`src/rtl/hazard_tag_pipe_if.sv`:
```
// hazard_tag_pipe_if: ID-side inputs and EX/MEM/WB tag outputs of the hazard tag pipe
interface hazard_tag_pipe_if #(parameter int REG_W = 5, parameter int CNT_W = 16);
  logic             stall_in;
  logic             flush_ex;
  logic             id_valid;
  logic [REG_W-1:0] id_rs;
  logic [REG_W-1:0] id_rt;
  logic             id_usesRt;
  logic [REG_W-1:0] id_rd;
  logic             id_regWr;
  logic             id_memRd;
  logic             id_memWr;
  logic             id_stall;
  logic [REG_W-1:0] ex_rs;
  logic [REG_W-1:0] ex_rt;
  logic [REG_W-1:0] ex_rd;
  logic             ex_regWr;
  logic             ex_memRd;
  logic             ex_memWr;
  logic [REG_W-1:0] mem_rd;
  logic             mem_regWr;
  logic             mem_memWr;
  logic [REG_W-1:0] wb_rd;
  logic             wb_regWr;
  logic [CNT_W-1:0] lu_cnt;
  logic [CNT_W-1:0] fl_cnt;
  modport master (
    output stall_in, flush_ex, id_valid, id_rs, id_rt, id_usesRt, id_rd, id_regWr, id_memRd, id_memWr,
    input  id_stall, ex_rs, ex_rt, ex_rd, ex_regWr, ex_memRd, ex_memWr,
           mem_rd, mem_regWr, mem_memWr, wb_rd, wb_regWr, lu_cnt, fl_cnt
  );
  modport slave (
    input  stall_in, flush_ex, id_valid, id_rs, id_rt, id_usesRt, id_rd, id_regWr, id_memRd, id_memWr,
    output id_stall, ex_rs, ex_rt, ex_rd, ex_regWr, ex_memRd, ex_memWr,
           mem_rd, mem_regWr, mem_memWr, wb_rd, wb_regWr, lu_cnt, fl_cnt
  );
endinterface

```
`src/rtl/hazard_tag_pipe.sv`:
```
// hazard_tag_pipe: EX/MEM/WB register tags with load-use stall, branch flush, memory freeze and event counters
module hazard_tag_pipe #(
  parameter int REG_W = 5,
  parameter int CNT_W = 16
) (
  input logic              CLK,
  input logic              RST,
  hazard_tag_pipe_if.slave bus
);
  logic             ex_v, ex_wr, ex_ld, ex_st, mem_v, mem_wr, mem_st, wb_v, wb_wr;
  logic [REG_W-1:0] ex_rs, ex_rt, ex_rd, mem_rd, wb_rd;
  logic [CNT_W-1:0] lu_cnt, fl_cnt;
  logic             load_use, take;
  assign load_use = bus.id_valid & ex_v & ex_ld & (ex_rd != '0) &
                    ((ex_rd == bus.id_rs) | (bus.id_usesRt & (ex_rd == bus.id_rt)));
  assign take = bus.id_valid & ~bus.flush_ex & ~load_use;
  assign bus.id_stall  = bus.stall_in | (load_use & ~bus.flush_ex);
  assign bus.ex_rs     = ex_rs;
  assign bus.ex_rt     = ex_rt;
  assign bus.ex_rd     = ex_rd;
  assign bus.ex_regWr  = ex_wr & ex_v;
  assign bus.ex_memRd  = ex_ld & ex_v;
  assign bus.ex_memWr  = ex_st & ex_v;
  assign bus.mem_rd    = mem_rd;
  assign bus.mem_regWr = mem_wr & mem_v;
  assign bus.mem_memWr = mem_st & mem_v;
  assign bus.wb_rd     = wb_rd;
  assign bus.wb_regWr  = wb_wr & wb_v;
  assign bus.lu_cnt    = lu_cnt;
  assign bus.fl_cnt    = fl_cnt;
  // stage advance: bubbles and invalid slots carry zero tags so forwarding compares never hit stale data
  always_ff @(posedge CLK or posedge RST) begin
    if (RST) begin
      {ex_v, ex_wr, ex_ld, ex_st, mem_v, mem_wr, mem_st, wb_v, wb_wr} <= '0;
      {ex_rs, ex_rt, ex_rd, mem_rd, wb_rd} <= '0;
      lu_cnt <= '0;
      fl_cnt <= '0;
    end else if (!bus.stall_in) begin
      ex_v   <= take;
      ex_rs  <= take ? bus.id_rs : '0;
      ex_rt  <= take ? bus.id_rt : '0;
      ex_rd  <= take ? bus.id_rd : '0;
      ex_wr  <= take & bus.id_regWr & (bus.id_rd != '0);
      ex_ld  <= take & bus.id_memRd;
      ex_st  <= take & bus.id_memWr;
      mem_v  <= ex_v;
      mem_rd <= ex_rd;
      mem_wr <= ex_wr;
      mem_st <= ex_st;
      wb_v   <= mem_v;
      wb_rd  <= mem_rd;
      wb_wr  <= mem_wr;
      if (bus.flush_ex) fl_cnt <= fl_cnt + CNT_W'(fl_cnt != '1);
      else if (load_use) lu_cnt <= lu_cnt + CNT_W'(lu_cnt != '1);
    end
  end
endmodule

```
`src/flat_wrapper.sv`:
```
// flat-port wrapper written by rule: the top's interface ports become plain ports
module hazard_tag_pipe_flat 
#(
  parameter int REG_W = 5,
  parameter int CNT_W = 16
)
  (CLK, RST, bus_stall_in, bus_flush_ex, bus_id_valid, bus_id_rs, bus_id_rt, bus_id_usesRt, bus_id_rd, bus_id_regWr, bus_id_memRd, bus_id_memWr, bus_id_stall, bus_ex_rs, bus_ex_rt, bus_ex_rd, bus_ex_regWr, bus_ex_memRd, bus_ex_memWr, bus_mem_rd, bus_mem_regWr, bus_mem_memWr, bus_wb_rd, bus_wb_regWr, bus_lu_cnt, bus_fl_cnt);
  hazard_tag_pipe_if #(.REG_W(REG_W), .CNT_W(CNT_W)) bus_i ();
  input logic CLK;
  input logic RST;
  input wire logic [$bits(bus_i.stall_in)-1:0] bus_stall_in;
  input wire logic [$bits(bus_i.flush_ex)-1:0] bus_flush_ex;
  input wire logic [$bits(bus_i.id_valid)-1:0] bus_id_valid;
  input wire logic [$bits(bus_i.id_rs)-1:0] bus_id_rs;
  input wire logic [$bits(bus_i.id_rt)-1:0] bus_id_rt;
  input wire logic [$bits(bus_i.id_usesRt)-1:0] bus_id_usesRt;
  input wire logic [$bits(bus_i.id_rd)-1:0] bus_id_rd;
  input wire logic [$bits(bus_i.id_regWr)-1:0] bus_id_regWr;
  input wire logic [$bits(bus_i.id_memRd)-1:0] bus_id_memRd;
  input wire logic [$bits(bus_i.id_memWr)-1:0] bus_id_memWr;
  output wire logic [$bits(bus_i.id_stall)-1:0] bus_id_stall;
  output wire logic [$bits(bus_i.ex_rs)-1:0] bus_ex_rs;
  output wire logic [$bits(bus_i.ex_rt)-1:0] bus_ex_rt;
  output wire logic [$bits(bus_i.ex_rd)-1:0] bus_ex_rd;
  output wire logic [$bits(bus_i.ex_regWr)-1:0] bus_ex_regWr;
  output wire logic [$bits(bus_i.ex_memRd)-1:0] bus_ex_memRd;
  output wire logic [$bits(bus_i.ex_memWr)-1:0] bus_ex_memWr;
  output wire logic [$bits(bus_i.mem_rd)-1:0] bus_mem_rd;
  output wire logic [$bits(bus_i.mem_regWr)-1:0] bus_mem_regWr;
  output wire logic [$bits(bus_i.mem_memWr)-1:0] bus_mem_memWr;
  output wire logic [$bits(bus_i.wb_rd)-1:0] bus_wb_rd;
  output wire logic [$bits(bus_i.wb_regWr)-1:0] bus_wb_regWr;
  output wire logic [$bits(bus_i.lu_cnt)-1:0] bus_lu_cnt;
  output wire logic [$bits(bus_i.fl_cnt)-1:0] bus_fl_cnt;
  assign bus_i.stall_in = bus_stall_in;
  assign bus_i.flush_ex = bus_flush_ex;
  assign bus_i.id_valid = bus_id_valid;
  assign bus_i.id_rs = bus_id_rs;
  assign bus_i.id_rt = bus_id_rt;
  assign bus_i.id_usesRt = bus_id_usesRt;
  assign bus_i.id_rd = bus_id_rd;
  assign bus_i.id_regWr = bus_id_regWr;
  assign bus_i.id_memRd = bus_id_memRd;
  assign bus_i.id_memWr = bus_id_memWr;
  assign bus_id_stall = bus_i.id_stall;
  assign bus_ex_rs = bus_i.ex_rs;
  assign bus_ex_rt = bus_i.ex_rt;
  assign bus_ex_rd = bus_i.ex_rd;
  assign bus_ex_regWr = bus_i.ex_regWr;
  assign bus_ex_memRd = bus_i.ex_memRd;
  assign bus_ex_memWr = bus_i.ex_memWr;
  assign bus_mem_rd = bus_i.mem_rd;
  assign bus_mem_regWr = bus_i.mem_regWr;
  assign bus_mem_memWr = bus_i.mem_memWr;
  assign bus_wb_rd = bus_i.wb_rd;
  assign bus_wb_regWr = bus_i.wb_regWr;
  assign bus_lu_cnt = bus_i.lu_cnt;
  assign bus_fl_cnt = bus_i.fl_cnt;
  hazard_tag_pipe #(.REG_W(REG_W), .CNT_W(CNT_W)) u_core (.CLK(CLK), .RST(RST), .bus(bus_i));
endmodule
```
`config.mk`:
```
export PLATFORM = sky130hd
export DESIGN_NAME = hazard_tag_pipe_flat
export DESIGN_NICKNAME = d
export VERILOG_FILES = /design/src/rtl/hazard_tag_pipe_if.sv /design/src/rtl/hazard_tag_pipe.sv /design/src/flat_wrapper.sv
export SDC_FILE = /design/constraint.sdc
export NUM_CORES = 1
export LEC_CHECK = 0
export BUFFER_PORTS_ARGS = -buffer_cell sky130_fd_sc_hd__buf_4
export CAP_MARGIN = 30
export CORE_MARGIN = 8
export CORE_UTILIZATION = 25
export CTS_CLUSTER_DIAMETER = 200
export DETAILED_ROUTE_END_ITERATION = 10
export PLACE_DENSITY = 0.54
export REMOVE_ABC_BUFFERS = 1
export SYNTH_ARGS = -nofsm -noshare
export SYNTH_HDL_FRONTEND = slang
export SYNTH_SLANG_ARGS = --single-unit
```
`constraint.sdc`:
```
create_clock -name CLK -period 5.5 [get_ports CLK]
set_input_delay 0.55 -clock CLK [delete_from_list [all_inputs] [get_ports CLK]]
set_output_delay 0.55 -clock CLK [all_outputs]
set_load 0.03 [all_outputs]
```
==> impl_metrics.env, run 1 <==
export IMPL_grt_busiest_layer="met2"
export IMPL_timing_fmax_mhz=368
export IMPL_rsz0062_at_grt="no"
export IMPL_grt_remaining_overflow=0
export IMPL_yosys_most_used_dff="dfrtp_1"
export IMPL_vias=2293
export IMPL_cts_buffer_depth=2
export IMPL_critPathMaxFanout=16
export IMPL_grt_pass1_wl_um=13100
export IMPL_ios=88
export IMPL_relSlewSlack_pct=43.6
export IMPL_fp_dieW_um=126
export IMPL_dp_hpwl_um=5800
export IMPL_yosysTopAreaCell="dfrtp_1"
export IMPL_wl_um=7900
export IMPL_crit_path_end_kind="output port"
export IMPL_synth_most_common_cell="dfrtp_1"
export IMPL_synthArstFlopShare_pct=100
export IMPL_wl_per_cell_um=16.0
export IMPL_synth_area_um2=3020
export IMPL_fp_dieH_um=126
export IMPL_port_buffers=87
export IMPL_drtIter0Drc=201
export IMPL_synth_cells=250
export IMPL_yosysUniqueCellTypes=35
export IMPL_setup_ws_ns=2.78
export IMPL_synth_avg_cell_area_um2=12.1
export IMPL_clock_sinks=66
export IMPL_required_ns=4.95
export IMPL_row_count=40
export IMPL_start_util_pct=25.3
export IMPL_tritoncts="done"
export IMPL_fin_worst_skew_ns=0.00593
export IMPL_grt_usage_pct=10.5
export IMPL_synth_common_cells="dfrtp_1 (66), xnor2_1 (22), nand2_1 (18), a22o_1 (17), mux2_2 (17)"
export IMPL_final_core_util_pct=34.5
export IMPL_place_gp_congestion=0.748
export IMPL_period_needed_ns=2.72
export IMPL_drc=0
export IMPL_vias_per_cell=4.65
export IMPL_hold_viol=0
export IMPL_antenna_found_initial=0
export IMPL_dr_pass1_iters=4
export IMPL_cts_buffers=9
export IMPL_detail_route_antenna_nets=0
export IMPL_vdd_ir_drop_max_mv=0.162
export IMPL_ctsHoldBuffers=0
export IMPL_antennaDiodeCount=0
export IMPL_grt_pass1_vias=2477
export IMPL_grt_max_degree=67
export IMPL_place_worst_setup_slack_ns=2.91
export IMPL_clockRootBuffer="clkbuf_16"
export IMPL_clk_latency_ns=0.33
export IMPL_period_share_pct=49.4
export IMPL_dieArea_um2=15800
export IMPL_drv_slew=0
export IMPL_gr_usage_met1_pct=12.5
export IMPL_p_leak_nw=2.02
export IMPL_grtUsageMet3_pct=4.85
export IMPL_setup_violations=0
export IMPL_crit_type="reg2out"
export IMPL_synth_edf_count=0
export IMPL_synth_warnings=0
export IMPL_synth_top_cells_by_area="dfrtp_1 (55%), xnor2_1 (6.4%), mux2_2 (6.3%), a22o_1 (4.9%), xor2_1 (4.6%)"
export IMPL_final_layout_size_suffix_gt1_share_pct=35.5
export IMPL_use_met2_pct=16.2
export IMPL_cts_setup_buffers=0
export IMPL_core_um2=11900
export IMPL_hp_class="in2reg"
export IMPL_synth_seq_cells=66
export IMPL_worstPathArrival_ns=2.17
export IMPL_clkTransAtPathRegs_ns=0.05
export IMPL_fin_tns_setup_ns=0
export IMPL_p_per_area_nw_per_um2=332
export IMPL_max_cap_violations=0
export IMPL_tightest_slew_ns=0.846
export IMPL_cp_start_kind="flop"
export IMPL_h_tree_depth=3
export IMPL_outcome="completed"
export IMPL_areaGrowthSynthToFinish_pct=36.3
export IMPL_cts_resized=0
export IMPL_synth_seq_area_share_pct=54.8
export IMPL_synth_top_cell_area_share_pct=54.8
export IMPL_nNetsFinal=372
export IMPL_finalPower_w=0.00137
[routing by layer]
metal | wire, um | up-vias | part of all wire [%]
li1 | - | 1089 | -
met5 | 0 | - | 0
met4 | 85 | 0 | 1.1
met3 | 565 | 8 | 7.1
met2 | 3600 | 73 | 46
met1 | 3650 | 1123 | 46
[where the power goes]
part / total [W] / switching, W / leakage, nW / internal [W]
clock network: 0.000559 / 0.000200 / 0.142 / 0.000359
registers: 0.000570 / 0.0000457 / 0.884 / 0.000524
logic: 0.000237 / 0.000136 / 0.996 / 0.000102
[area by class of cell]
type	instances	area [um2]
fillers	1217	7800
flip-flops and latches	66	1650
multi-input cells	169	1300
repair buffers	88	661
clock buffers	12	246
well taps	147	184
clock inverters	3	40.0
inverters	8	30.0
[sequential cells by signal, summed over array words and instances (netlist names), 5 cells and up]
signal             flops
u_core.bus.fl_cnt     16
u_core.bus.lu_cnt     16
u_core.bus.ex_rd       5
u_core.bus.ex_rs       5
u_core.bus.ex_rt       5
u_core.bus.mem_rd      5
u_core.bus.wb_rd       5
[critical path, stage by stage (launching register included)]
cell and delay (ns):
dfrtp_1 0.47, or4_4 0.58, o211ai_4 0.45, o31ai_1 0.14, buf_4 0.20
[through the flow]
stage	std cells	instance area [um2]	hold slack, ns
after floorplan	243	2980	0.470
after global placement	478	3820	0.481
after detailed placement	478	3820	0.490
after CTS	493	4110	0.420
after global routing	493	4110	0.418
final	493	4110	0.433
[cells in the final DEF (no fill, tap or decap)]
cell type,n
a22o_1,17
and4_1,1
nor4b_1,2
mux2_1,2
a21oi_4,1
nor4_1,10
clkbuf_16,9
o22ai_1,1
and3_1,2
and2_1,8
nand3_1,10
nor2_1,5
a32o_1,1
o211ai_4,1
a21o_1,1
clkbuf_1,2
nand2_1,18
or3_1,1
buf_4,88
clkbuf_8,1
inv_2,2
dfrtp_1,66
ha_1,6
bufinv_16,1
xnor2_1,22
o31ai_1,1
mux2_2,17
or4_4,1
clkinv_2,2
xor2_1,16
inv_1,6
nand4b_1,1
nor2b_1,2
or4_1,1
nand4_1,12
nor3_1,8
o22a_1,1
[path summary, 6_finish.rpt]
kind,endpoint,cells past startpoint,startpoint,slack [ns]
max,bus_id_stall,4,u_core.bus.ex_rd[1],2.78
min,u_core.ex_ld,2,bus_id_memRd,0.43
max reg2reg,u_core.bus.lu_cnt[14],9,u_core.bus.lu_cnt[4],2.91
min reg2reg,u_core.bus.lu_cnt[15],1,u_core.bus.lu_cnt[15],0.50
max in group asynchronous,u_core.bus.ex_rt[2],3,RST,4.47
min in group asynchronous,u_core.bus.fl_cnt[15],3,RST,0.48
[kinds of logic after synthesis]
family / Yosys count / synth area share (%)
and+or+nand+nor: 82 / 14.9
AOI/OAI and AO/OA: 24 / 7.51
xor gates and xnor gates: 38 / 11.0
buffers and inverters: 15 / 2.20
muxes: 19 / 7.10
adders and majority gates: 6 / 2.49
DFF: 66 / 54.8
No activity file was read; power rests on OpenSTA's default activity.
==> run 2, diff against run 1 <==
--- a/config.mk
+++ b/config.mk
@@ -11,7 +11,7 @@
 export CORE_UTILIZATION = 25
 export CTS_CLUSTER_DIAMETER = 200
 export DETAILED_ROUTE_END_ITERATION = 10
-export PLACE_DENSITY = 0.54
+export PLACE_DENSITY = 0.56
 export REMOVE_ABC_BUFFERS = 1
 export SYNTH_ARGS = -nofsm -noshare
 export SYNTH_HDL_FRONTEND = slang
==> constraint.sdc (replaced) <==
create_clock -name CLK -period 2.25 [get_ports CLK]
set_input_delay 0.225 -clock CLK [delete_from_list [all_inputs] [get_ports CLK]]
set_output_delay 0.225 -clock CLK [all_outputs]
set_load 0.03 [all_outputs]
==> run 2 against run 1 <==
  * Worst hold slack got worse by 0.33 ns
  * Combinational power rose to 2.7 times the previous value
  * First-iteration DRC count is 54% lower
  * Clock power up 120%
  * Wire length is 7.7% higher
  * Global-route usage increased by 0.62 points
  * Largest cell class unchanged
==> impl_metrics.env, run 2 (synthesis gave the netlist of run 1 again) <==
export IMPL_grt_max_degree=67
export IMPL_grt_remaining_overflow=0
export IMPL_routed_top_layer="met4"
export IMPL_antennaDiodeCount=0
export IMPL_stdcell_count=529
export IMPL_required_ns=2.45
export IMPL_grt_pass1_vias=2682
export IMPL_reg2reg_depth=10
export IMPL_clkTransAtPathRegs_ns=0.05
export IMPL_dp_cells=508
export IMPL_clock_sinks=66
export IMPL_layout_common_cells="buf_4 (122), dfrtp_1 (65), xnor2_1 (22), nand2_1 (18)"
export IMPL_hold_viol=0
export IMPL_wl_met1_um=3750
export IMPL_place_gp_congestion=0.795
export IMPL_clockPowerShare_pct=37.9
export IMPL_dieArea_um2=15800
export IMPL_areaGrowthSynthToFinish_pct=48.2
export IMPL_period_share_pct=97.9
export IMPL_crit_type="reg2reg"
export IMPL_share_seq_of_total_power_pct=42.6
export IMPL_place_area_um2=4070
export IMPL_max_cap_violations=0
export IMPL_final_common_cell="buf_4"
export IMPL_vdd_ir_drop_max_mv=0.335
export IMPL_combPwrFrac_pct=19.5
export IMPL_reg_top3="u_core.bus.fl_cnt x16, u_core.bus.lu_cnt x16"
export IMPL_critPathMaxFanout=3
export IMPL_wl_um=8510
export IMPL_ios=88
export IMPL_tritoncts="done"
export IMPL_fin_tns_setup_ns=0
export IMPL_timing_fmax_mhz=454
export IMPL_reg2reg_from="u_core.bus.lu_cnt[6]"
export IMPL_start_util_pct=25.3
export IMPL_p_sw_share_pct=28.8
export IMPL_clk_latency_ns=0.34
export IMPL_min_to="u_core.ex_ld"
export IMPL_grt_pass1_wl_um=13800
export IMPL_finalPower_w=0.00324
export IMPL_vias=2450
export IMPL_detail_route_antenna_nets=0
export IMPL_r2r_slack_ns=0.05
export IMPL_hold_path_depth=2
export IMPL_worstReg2RegEnd="u_core.bus.lu_cnt[7]"
export IMPL_relSlewSlack_pct=75.2
export IMPL_dr_wl_met3_um=741
export IMPL_cts_buffers=9
export IMPL_p_sw_w=0.000934
export IMPL_drv_slew=0
export IMPL_cts_buffer_depth=2
export IMPL_wl_per_cell_um=16.1
export IMPL_port_buffers=87
export IMPL_p_int_w=0.00231
export IMPL_nNetsFinal=411
export IMPL_setup_violations=0
export IMPL_hp_class="in2reg"
export IMPL_vias_per_cell=4.63
export IMPL_clockRootBuffer="clkbuf_16"
export IMPL_period_needed_ns=2.20
export IMPL_cp_start_kind="flop"
export IMPL_worstPathArrival_ns=2.40
export IMPL_stdcell_area_um2=4470
export IMPL_fin_worst_skew_ns=0.00650
export IMPL_rsz0062_at_grt="yes"
export IMPL_grt_usage_pct=11.1
export IMPL_core_um2=11900
export IMPL_fp_dieW_um=126
export IMPL_min_from="bus_id_memRd"
export IMPL_final_layout_size_suffix_gt1_share_pct=44.5
export IMPL_p_leak_nw=2.21
export IMPL_antenna_found_initial=0
export IMPL_drtIter0Drc=92
export IMPL_outcome="completed"
export IMPL_dr_pass1_iters=4
export IMPL_fp_dieH_um=126
export IMPL_tightest_slew_ns=0.367
export IMPL_dp_hpwl_um=6180
export IMPL_holdWs_ns=0.104
export IMPL_p_per_area_nw_per_um2=725
export IMPL_drc=0
export IMPL_h_tree_depth=3
export IMPL_row_count=40
export IMPL_wl_met2_um=3840
export IMPL_crit_path_end_kind="flop"
run 2: changes by cell type in the layout (fill, tap and decap cells not counted), sizes merged:
cell / change
buf: +38
dlygate4sd3: +1
clkinv: -1
clkbuf: -1
bufinv: -1
run 2: worst max-delay path by stage:
| stage | slack, ns | from | to |
|---|---|---|---|
| final | 0.05 | u_core.bus.lu_cnt[6] | u_core.bus.lu_cnt[7] |
| after global routing | -0.12 | u_core.bus.lu_cnt[6] | u_core.bus.lu_cnt[11] |
| after CTS | -0.04 | u_core.bus.ex_rd[1] | bus_id_stall |
| after detailed placement | -0.08 | u_core.bus.lu_cnt[6] | u_core.bus.lu_cnt[14] |
| after global placement | -0.04 | u_core.bus.lu_cnt[7] | u_core.bus.lu_cnt[1] |
| after floorplan | -0.38 | u_core.bus.lu_cnt[4] | u_core.bus.lu_cnt[1] |
run 2: area by class of cell:
cell class	count	area [um2]
timing repair buffer	127	992
inverter	8	30.0
multi-input combinational	169	1360
clock buffer	11	243
fill	1191	7440
tap	147	184
clock inverter	1	5.00
sequential	66	1650
run 2: metal layers:
layer  vias up  global-route usage, %
met3        13                   4.89
met2        75                   17.5
met4         0                   6.44
met1      1200                   12.3
met5         -                      0
li1       1162                      -
run 2: power by group through the flow:
| stage | sequential [W] | clock, W | combinational (W) |
|---|---|---|---|
| 6_report | 0.00138 | 0.00123 | 0.000632 |
| 5_1_grt | 0.00140 | 0.00132 | 0.000687 |
| 4_1_cts | 0.00138 | 0.00127 | 0.000643 |
| 3_5_place_dp | 0.00140 | 0 | 0.000640 |
| 3_3_place_gp | 0.00140 | 0 | 0.000633 |
| 2_1_floorplan | 0.00154 | 0 | 0.000198 |
run 2: timing repair:
action                                 in CTS  in global routing
pin swaps                                   5                  4
setup endpoints to repair                  14                 20
hold buffers                                1                  0
setup buffers                               4                  4
endpoints found under the hold margin      66                  0
gates resized for setup                     9                  7
run 2: per-stage QoR:
step | worst slack (ns) | utilization [%]
3_5_place_dp | -0.0778 | 34.2
5_1_grt | -0.116 | 37.5
6_report | 0.0475 | 37.5
2_1_floorplan | -0.382 | -
3_3_place_gp | -0.0385 | 34.2
4_1_cts | -0.0398 | 37.0
run 2: worst max-delay path: stages, from the launching register on:
cell and delay [ns]:
dfrtp_1 0.35, nand4_1 0.14, nor3_2 0.13, buf_4 0.15, nand3_4 0.07, or4_4 0.52
ha_4 0.19, buf_6 0.11, nand4_1 0.17, nor4_1 0.09, xor2_1 0.15
==> run 3, diff against run 2 <==
--- a/config.mk
+++ b/config.mk
@@ -8,11 +8,12 @@
 export BUFFER_PORTS_ARGS = -buffer_cell sky130_fd_sc_hd__buf_4
 export CAP_MARGIN = 30
 export CORE_MARGIN = 8
-export CORE_UTILIZATION = 25
+export CORE_UTILIZATION = 46
 export CTS_CLUSTER_DIAMETER = 200
 export DETAILED_ROUTE_END_ITERATION = 10
-export PLACE_DENSITY = 0.56
+export PLACE_DENSITY = 0.85
 export REMOVE_ABC_BUFFERS = 1
+export SKIP_CTS_REPAIR_TIMING = 1
 export SYNTH_ARGS = -nofsm -noshare
 export SYNTH_HDL_FRONTEND = slang
 export SYNTH_SLANG_ARGS = --single-unit
==> run 3 against run 2 <==
  * Worst hold slack worse by 0.13 ns
  * Critical endpoint is now u_core.bus.lu_cnt[15]
  * Global-route usage is 4.9 points higher
  * Die area is 41% lower
  * Register-to-register slack worse by 0.13 ns
  * Largest cell class unchanged
  * Largest power group unchanged
  * The run now ends with negative hold slack, negative setup slack left
  * Fmax is 5.8% lower
  * Clock power is 22% lower
==> impl_metrics.env, run 3 (synthesis gave the netlist of run 1 again) <==
export IMPL_cp_start_kind="flop"
export IMPL_grt_pass1_vias=2568
export IMPL_worstPathArrival_ns=2.54
export IMPL_clock_sinks=66
export IMPL_reg2reg_depth=10
export IMPL_critPathMaxFanout=3
export IMPL_outcome="complete, but fails checks"
export IMPL_tritoncts="done"
export IMPL_p_sw_share_pct=29.5
export IMPL_wl_um=7800
export IMPL_period_needed_ns=2.34
export IMPL_layout_common_cells="buf_4 (109), dfrtp_1 (62), xnor2_1 (22), nand2_1 (18)"
export IMPL_period_share_pct=104
export IMPL_final_layout_size_suffix_gt1_share_pct=45.3
export IMPL_clk_latency_ns=0.32
export IMPL_fin_worst_skew_ns=0.0109
export IMPL_h_tree_depth=3
export IMPL_reg2reg_from="u_core.bus.lu_cnt[6]"
export IMPL_clkTransAtPathRegs_ns=0.07
export IMPL_crit_path_end_kind="flop"
export IMPL_vias=2415
export IMPL_dp_cells=429
export IMPL_rsz0062_at_grt="yes"
export IMPL_p_int_w=0.00208
export IMPL_hp_class="in2async"
export IMPL_vdd_ir_drop_max_mv=0.454
export IMPL_relSlewSlack_pct=59.4
export IMPL_cts_buffer_depth=2
export IMPL_drv_slew=0
export IMPL_share_seq_of_total_power_pct=47.0
export IMPL_required_ns=2.45
export IMPL_antenna_found_initial=0
export IMPL_grt_max_degree=40
export IMPL_dp_hpwl_um=5640
export IMPL_stdcell_count=448
export IMPL_hold_viol=27
export IMPL_grt_usage_pct=16.0
export IMPL_wl_per_cell_um=17.4
export IMPL_holdWs_ns=-0.0246
export IMPL_core_um2=6350
export IMPL_row_count=29
export IMPL_p_leak_nw=2.11
export IMPL_drc=0
export IMPL_drtIter0Drc=69
export IMPL_cts_buffers=9
export IMPL_worstReg2RegEnd="u_core.bus.lu_cnt[15]"
export IMPL_grt_remaining_overflow=0
export IMPL_vias_per_cell=5.39
export IMPL_p_sw_w=0.000870
export IMPL_areaGrowthSynthToFinish_pct=40.4
export IMPL_setup_ws_ns=-0.0875
export IMPL_fp_dieW_um=97.0
export IMPL_setup_violations=12
export IMPL_clockRootBuffer="clkbuf_8"
export IMPL_detail_route_antenna_nets=0
export IMPL_start_util_pct=47.5
export IMPL_clockPowerShare_pct=32.3
export IMPL_timing_fmax_mhz=428
export IMPL_dr_pass1_iters=4
export IMPL_port_buffers=87
export IMPL_crit_type="reg2reg"
export IMPL_max_cap_violations=0
export IMPL_place_area_um2=3910
export IMPL_tightest_slew_ns=0.607
export IMPL_place_gp_congestion=0.841
export IMPL_p_per_area_nw_per_um2=697
export IMPL_fp_dieH_um=97.0
export IMPL_grt_pass1_wl_um=12500
export IMPL_r2r_slack_ns=-0.09
export IMPL_antennaDiodeCount=0
export IMPL_violations="negative hold slack, negative setup slack"
export IMPL_reg_top3="u_core.bus.fl_cnt x16, u_core.bus.lu_cnt x16"
export IMPL_stdcell_area_um2=4230
export IMPL_nNetsFinal=397
export IMPL_final_common_cell="buf_4"
export IMPL_combPwrFrac_pct=20.6
export IMPL_ios=88
export IMPL_dieArea_um2=9400
[run 3: cell types whose count changed in the layout (fill, tap and decap cells not counted), sizes merged]
| cell | change |
|---|---|
| bufinv | +1 |
| dlygate4sd3 | -1 |
| clkbuf | +1 |
| clkinv | +1 |
| buf | -13 |
[run 3: per-stage QoR]
stage                     util [%]  hold slack (ns)  total power (W)  worst slack (ns)   TNS, ns
after CTS                     64.4          -0.0161          0.00297            -0.180     -2.30
after global placement        61.5            0.332          0.00199          -0.00425  -0.00651
final                         66.7          -0.0246          0.00295           -0.0875    -0.457
after floorplan                  -            0.346          0.00174            -0.382     -3.95
after detailed placement      61.5            0.345          0.00202           -0.0957    -0.970
after global routing          66.7           0.0194          0.00307            -0.192     -1.59
[run 3: critical path, cell delays in order (launching register included)]
cell     delay, ns
dfrtp_1       0.37
nand4_1       0.14
nor3_2        0.20
buf_4         0.15
nand3_2       0.08
or4_4         0.53
ha_4          0.19
buf_6         0.11
nand4_1       0.21
nor4_2        0.08
xor2_1        0.16
[run 3: power groups by stage]
stage	Clock [W]	Sequential, W	Combinational (W)
final	0.000954	0.00139	0.000609
after global placement	0	0.00140	0.000591
after detailed placement	0	0.00141	0.000614
after floorplan	0	0.00154	0.000198
after CTS	0.000974	0.00138	0.000614
after global routing	0.00102	0.00140	0.000653
[run 3: per-layer routing]
metal	wire [um]	part of all wire (%)	track usage, %
met1	3230	41	17.8
met2	3920	50	26.8
met3	589	7.6	6.40
met4	64	0.82	6.27
met5	0	0	0
[run 3: how the worst max path moves through the flow]
stage | from | end | cells after the start
5_1_grt | u_core.bus.lu_cnt[6] | u_core.bus.lu_cnt[7] | 10
2_1_floorplan | u_core.bus.lu_cnt[4] | u_core.bus.lu_cnt[1] | 7
3_3_place_gp | u_core.bus.lu_cnt[7] | u_core.bus.lu_cnt[1] | 8
4_1_cts | u_core.bus.lu_cnt[7] | u_core.bus.lu_cnt[14] | 10
6_report | u_core.bus.lu_cnt[6] | u_core.bus.lu_cnt[15] | 10
3_5_place_dp | u_core.bus.lu_cnt[7] | u_core.bus.lu_cnt[14] | 10
[run 3: final cells by class]
| type | count | area [um2] |
|---|---|---|
| flip-flops and latches | 66 | 1660 |
| well taps | 77 | 96.3 |
| clock inverters | 3 | 40.0 |
| repair buffers | 113 | 876 |
| multi-input cells | 169 | 1390 |
| inverters | 8 | 30.0 |
| fillers | 497 | 2120 |
| clock buffers | 12 | 145 |
